**src/rtl/audio_clk_pkg.sv**
```systemverilog
`default_nettype none
// ---------------------------------------------------------------------------
// audio_clk_pkg : shared constants and index-width helper for audio_clk_gen
// Rev 1.0
// ---------------------------------------------------------------------------
package audio_clk_pkg;

  localparam int MODE_I2S    = 0;
  localparam int MODE_TDM_FS = 1;

  // Index width that stays at least one bit wide for degenerate counts.
  function automatic int idx_w(input int n);
    return (n < 2) ? 1 : $clog2(n);
  endfunction

endpackage
`default_nettype wire

```
**src/rtl/audio_clk_prescaler.sv**
```systemverilog
`default_nettype none
// ---------------------------------------------------------------------------
// audio_clk_prescaler : runtime-programmable 50% duty bit clock with strobes
// Rev 1.0
// ---------------------------------------------------------------------------
module audio_clk_prescaler #(
  parameter int DIV_W = 8
) (
  input  logic             clk,
  input  logic             reset,
  input  logic             en_clk,
  input  logic [DIV_W-1:0] div,
  output logic             bclk,
  output logic             bclk_rise,
  output logic             bclk_fall
);

  logic [DIV_W-1:0] hc_q, hc_d;
  logic [DIV_W-1:0] divq_q, divq_d;
  logic [DIV_W-1:0] w_div_eff;
  logic             bclk_q, bclk_d;
  logic             rise_q, rise_d;
  logic             fall_q, fall_d;

  assign w_div_eff = (div == '0) ? DIV_W'(1) : div;

  // The divisor is only re-latched on a toggle, so a new div never cuts a half-period short.
  always_comb begin
    hc_d   = hc_q;
    divq_d = divq_q;
    bclk_d = bclk_q;
    rise_d = 1'b0;
    fall_d = 1'b0;
    if (en_clk) begin
      if (hc_q == divq_q - DIV_W'(1)) begin
        hc_d   = '0;
        divq_d = w_div_eff;
        bclk_d = ~bclk_q;
        rise_d = ~bclk_q;
        fall_d = bclk_q;
      end else begin
        hc_d = hc_q + DIV_W'(1);
      end
    end
  end

  always_ff @(posedge clk) begin
    if (!reset) begin
      hc_q   <= '0;
      divq_q <= w_div_eff;
      bclk_q <= 1'b0;
      rise_q <= 1'b0;
      fall_q <= 1'b0;
    end else begin
      hc_q   <= hc_d;
      divq_q <= divq_d;
      bclk_q <= bclk_d;
      rise_q <= rise_d;
      fall_q <= fall_d;
    end
  end

  assign bclk      = bclk_q;
  assign bclk_rise = rise_q;
  assign bclk_fall = fall_q;

endmodule
`default_nettype wire

```
**src/rtl/audio_clk_gen.sv**
```systemverilog
`default_nettype none
// ---------------------------------------------------------------------------
// audio_clk_gen : bit clock, I2S/TDM frame clock, slot/bit counters, strobes
// Rev 1.0
// ---------------------------------------------------------------------------
module audio_clk_gen
  import audio_clk_pkg::*;
#(
  parameter int DIV_W         = 8,
  parameter int BITS_PER_SLOT = 32,
  parameter int SLOTS         = 2,
  parameter int MODE          = 0
) (
  input  logic                             clk,
  input  logic                             reset,
  input  logic                             en_clk,
  input  logic [DIV_W-1:0]                 div,
  output logic                             bclk,
  output logic                             bclk_rise,
  output logic                             bclk_fall,
  output logic                             lrclk,
  output logic [idx_w(SLOTS)-1:0]          slot_idx,
  output logic [idx_w(BITS_PER_SLOT)-1:0]  bit_idx,
  output logic                             frame_start
);

  localparam int              SW        = idx_w(SLOTS);
  localparam int              BW        = idx_w(BITS_PER_SLOT);
  localparam logic [BW-1:0]   BIT_LAST  = BW'(BITS_PER_SLOT - 1);
  localparam logic [SW-1:0]   SLOT_LAST = SW'(SLOTS - 1);

  logic [BW-1:0] bit_q, bit_d;
  logic [SW-1:0] slot_q, slot_d;
  logic          lr_q, lr_d;
  logic          w_last_bit;
  logic          w_lr_next;

  audio_clk_prescaler #(
    .DIV_W (DIV_W)
  ) u_prescaler (
    .clk       (clk),
    .reset     (reset),
    .en_clk    (en_clk),
    .div       (div),
    .bclk      (bclk),
    .bclk_rise (bclk_rise),
    .bclk_fall (bclk_fall)
  );

  always_comb begin
    bit_d  = bit_q;
    slot_d = slot_q;
    if (bclk_fall) begin
      if (bit_q == BIT_LAST) begin
        bit_d  = '0;
        slot_d = (slot_q == SLOT_LAST) ? '0 : slot_q + SW'(1);
      end else begin
        bit_d = bit_q + BW'(1);
      end
    end
  end

  assign w_last_bit = (bit_d == BIT_LAST);

  generate
    if (MODE == MODE_I2S) begin : g_i2s
      logic [SW-1:0] w_slot_after;
      assign w_slot_after = (slot_d == SLOT_LAST) ? '0 : slot_d + SW'(1);
      // Word select switches one bit early so it leads the slot boundary.
      assign w_lr_next = w_last_bit ? w_slot_after[0] : lr_q;
    end else begin : g_tdm
      assign w_lr_next = w_last_bit && (slot_d == SLOT_LAST);
    end
  endgenerate

  assign lr_d = bclk_fall ? w_lr_next : lr_q;

  always_ff @(posedge clk) begin
    if (!reset) begin
      bit_q  <= '0;
      slot_q <= '0;
      lr_q   <= 1'b0;
    end else begin
      bit_q  <= bit_d;
      slot_q <= slot_d;
      lr_q   <= lr_d;
    end
  end

  assign lrclk       = lr_q;
  assign slot_idx    = slot_q;
  assign bit_idx     = bit_q;
  assign frame_start = bclk_rise && (bit_q == '0) && (slot_q == '0);

endmodule
`default_nettype wire

```
**config.mk**
```make
export PLATFORM = sky130hd
export DESIGN_NAME = audio_clk_gen
export DESIGN_NICKNAME = d
export VERILOG_FILES = /design/src/rtl/audio_clk_pkg.sv /design/src/rtl/audio_clk_prescaler.sv /design/src/rtl/audio_clk_gen.sv
export SDC_FILE = /design/constraint.sdc
export NUM_CORES = 1
export LEC_CHECK = 0
export CAP_MARGIN = 20
export CORE_ASPECT_RATIO = 0.6
export CORE_MARGIN = 2
export CORE_UTILIZATION = 53
export DETAILED_ROUTE_END_ITERATION = 12
export PLACE_DENSITY_LB_ADDON = 0.1
export SLEW_MARGIN = 10
export SYNTH_ARGS = -nofsm -noshare
export SYNTH_HDL_FRONTEND = slang
export SYNTH_HIERARCHICAL = 1
export SYNTH_SLANG_ARGS = --single-unit
```
**constraint.sdc**
```tcl
create_clock -name clk -period 3.01 [get_ports clk]
set_input_delay 0.602 -clock clk [delete_from_list [all_inputs] [get_ports clk]]
set_output_delay 0.602 -clock clk [all_outputs]
set_load 0.005 [all_outputs]
```
==> impl_metrics.csv <==
group,metric,value,unit
die,die-width,70.8,µm
drt,wl_per_cell,15.1,µm
synthesis,ys_seq_elements,26,
worst_setup_path,cp.depth,7,
cts,cts_max_level,1,
cts,post_cts_buffers,0,
synthesis,yosysMostFrequentCell,"dfxtp_1",
synthesis,synth_area,0.00142,mm²
worst_setup_path,critPathRequiredTime,2970,ps
sta,period_needed,2570,ps
placement,io_buffers,21,
flow_run,drv_cap,0,
sta,clock.fmax,389,MHz
worst_setup_path,path_cells,"inv_1 -> ha_1 -> or3b_1 -> nor4_2 -> o2111ai_2 -> a211oi_4 -> a21bo_2",
worst_setup_path,endpoint,"u_prescaler/divq_q[6]$_SDFFCE_PN0P_",
layout,antenna_cells,0,
layout,synthToLayoutAreaGrowth,19.2,%
worst_setup_path,reg2reg_slack,440,ps
sta,worst_hold_slack,498,ps
worst_setup_path,crit_family,"compound AO/OA/AOI/OAI gates",
synthesis,ys_async_sr_fraction,0,%
drt,vias,1048,
synthesis,synth_edf_count,8,
status,status,"finished, final reports clean",
min_path,hp-class,"reg2reg",
sta,finalCritPeriodShare,85.4,%
placement,placed_cell_area,0.00162,mm²
cts,clock-sinks,26,
worst_setup_path,r2r-start,"u_prescaler/divq_q[0]$_SDFFCE_PN1P_",
cts,cts_made_buffers,3,
placement,gp_congestion,0.783,
cts,clock_latency,270,ps
synthesis,synth_area_leaders,"dfxtp_1 25%, edfxtp_1 17%, xor2_1 6.2%",
sta,grt_setup_unrepaired,"false",
power,p_per_area,428,mW/mm²
synthesis,netlist_top_cells_count,"18 x dfxtp_1, 12 x nor2_1, 10 x xor2_1",
layout,fin_area,0.00169,mm²
drt,via_per_inst,5.57,
worst_setup_path,rr_worst_depth,7,
layout,nets,173,
die,io_pins,22,
worst_setup_path,r2r_end,"u_prescaler/divq_q[6]$_SDFFCE_PN0P_",
synthesis,synthCells,141,
sta,relSlewSlack,73.7,%
grt,grt_pass1_wl,4.66,mm
die,start_util,56.3,%
power,p_leak,0.646,nW
synthesis,synth_cell_types,46,
die,rows,14,
grt,grtUsageTotal,20.0,%
synthesis,yosysSeqAreaShare,42.3,%
placement,preCtsSetupSlack,461,ps
cts,cts_root_buf,"clkbuf_8",
die,die_area,0.00312,mm²
sta,setup_viol,0,
grt,grt_max_degree,16,
synthesis,synth_top_area_share,25.4,%
worst_setup_path,arrival,2520,ps
placement,place.detailed.hpwl,2.16,mm
synthesis,avgSynthCellArea,10.1,µm²
drt,antenna_left,0,
sta,skew,2.45,ps
sta,final-hold-violation-count,0,
synthesis,synth_nets,157,
synthesis,synth_ff_type,"dfxtp_1",
cts,tritoncts,"yes",
sta,final_max_slew_viol_count,0,
die,die_h,44.1,µm
synthesis,yosysTopAreaCell,"dfxtp_1",
drt,first_pass_iters,4,
worst_setup_path,path_buf_inv,1,
worst_setup_path,crit_start,"u_prescaler/divq_q[0]$_SDFFCE_PN1P_",
worst_setup_path,cp-end-kind,"register",
worst_setup_path,max_stage_delay,480,ps
worst_setup_path,critPathKind,"reg2reg",
cts,hold_buffers,0,
power,max-vdd-ir-drop,0.000246,V
cts,clkTransAtPathRegs,90,ps
sta,tns,0,ps
cts,clock_path_buffers,2,
sta,layout_setup_ws,441,ps
drt,routed_wl,2.85,mm
drt,drc,0,
sta,tightest_slew,391,ps
grt,antenna_found_initial,0,
cts,cts.repair.resized,0,
grt,grt_pass1_vias,952,
layout,layout-drive-gt1-share,8.33,%
die,coreArea,0.00252,mm²
synthesis,ys_warn_count,6,
layout,fill_cells,195,
drt,drt_iter0_markers,63,
worst_setup_path,crit_fanout,13,
worst_setup_path,cp-start-kind,"register",
worst_setup_path,crit_path_top_delay_cell,"edfxtp_1",
grt,grt_overflow,0,
-- worst min-delay path by stage --
| stage | startpoint | to | cells after the start |
|---|---|---|---|
| 2_1_floorplan | u_prescaler/bclk$_SDFFE_PN0P_ | u_prescaler/bclk$_SDFFE_PN0P_ | 2 |
| 3_3_place_gp | u_prescaler/bclk$_SDFFE_PN0P_ | u_prescaler/bclk$_SDFFE_PN0P_ | 2 |
| 3_5_place_dp | u_prescaler/bclk$_SDFFE_PN0P_ | u_prescaler/bclk$_SDFFE_PN0P_ | 2 |
| 4_1_cts | u_prescaler/bclk$_SDFFE_PN0P_ | u_prescaler/bclk$_SDFFE_PN0P_ | 2 |
| 5_1_grt | u_prescaler/bclk$_SDFFE_PN0P_ | u_prescaler/bclk$_SDFFE_PN0P_ | 2 |
| 6_report | u_prescaler/bclk$_SDFFE_PN0P_ | u_prescaler/bclk$_SDFFE_PN0P_ | 2 |
-- per-stage QoR --
stage | instances | utilization [%] | power (mW)
6_report | 188 | 67.1 | 0.725
5_1_grt | 188 | 67.1 | 0.754
4_1_cts | 188 | 67.1 | 0.731
3_5_place_dp | 184 | 64.3 | 0.445
3_3_place_gp | 184 | 64.3 | 0.443
2_1_floorplan | 141 | - | 0.423
-- cells in the final DEF, fill, tap and decap left out, types with 3 or more instances in the layout --
cell type | synthesis | routed
clkdlybuf4s50_1 | 0 | 21
dfxtp_1 | 18 | 18
nor2_1 | 12 | 12
xor2_1 | 10 | 10
inv_1 | 8 | 8
edfxtp_1 | 8 | 8
nand2_1 | 7 | 7
and3_1 | 6 | 6
nand4_1 | 5 | 5
ha_1 | 5 | 5
nor3_1 | 4 | 4
xnor2_1 | 4 | 4
nor3b_1 | 3 | 3
clkbuf_8 | 0 | 3
-- flip-flops by register name, summed over array words and instances (netlist names) --
| name | cells |
|---|---|
| slot_idx | 1 |
| u_prescaler/hc_q | 8 |
| lrclk | 1 |
| u_prescaler/divq_q | 8 |
| u_prescaler/bclk_fall | 1 |
| u_prescaler/bclk_rise | 1 |
| u_prescaler/bclk | 1 |
| bit_idx | 5 |
-- layout make-up --
type	instances	area (µm²)	share of cell area [%]
well taps	32	40.0	2.37
clock inverters	1	30.0	1.77
clock buffers	3	41.3	2.44
multi-input cells	97	741	43.8
flip-flops and latches	26	601	35.5
repair buffers	21	210	12.4
inverters	8	30.0	1.77
-- worst register-to-register path, cell delays in order, from the launching register on --
cell       delay, ps
edfxtp_1         480
inv_1             90
ha_1             170
or3b_1           420
nor4_2           180
o2111ai_2        160
a211oi_4         370
a21bo_2          380
-- power by group --
group | leakage (nW) | switching [mW] | total, mW | internal [mW]
clock network | 0.0357 | 0.109 | 0.287 | 0.178
registers | 0.224 | 0.0116 | 0.382 | 0.370
logic | 0.386 | 0.0270 | 0.0558 | 0.0288
-- layer usage --
layer / vias to the layer above / part of all wire (%) / GRT usage, %
li1: 530 / - / -
met1: 485 / 56 / 33.2
met2: 31 / 39 / 24.9
met3: 2 / 4.8 / 5.47
met4: 0 / 0.28 / 4.91
met5: - / 0 / 0
-- logic make-up (layout without fill, tap and decap cells) --
group	count (synthesis)	after routing	synth area share, %
buffers and inverters	18	33	5.55
XOR/XNOR	15	15	9.78
AO/OA/AOI/OAI	19	19	11.6
multiplexers	2	2	1.41
adder cells (fa/ha/maj)	5	5	4.41
AND/OR/NAND/NOR	56	56	24.9
flip-flops	26	26	42.3
Power figures use the tool's default switching activity.
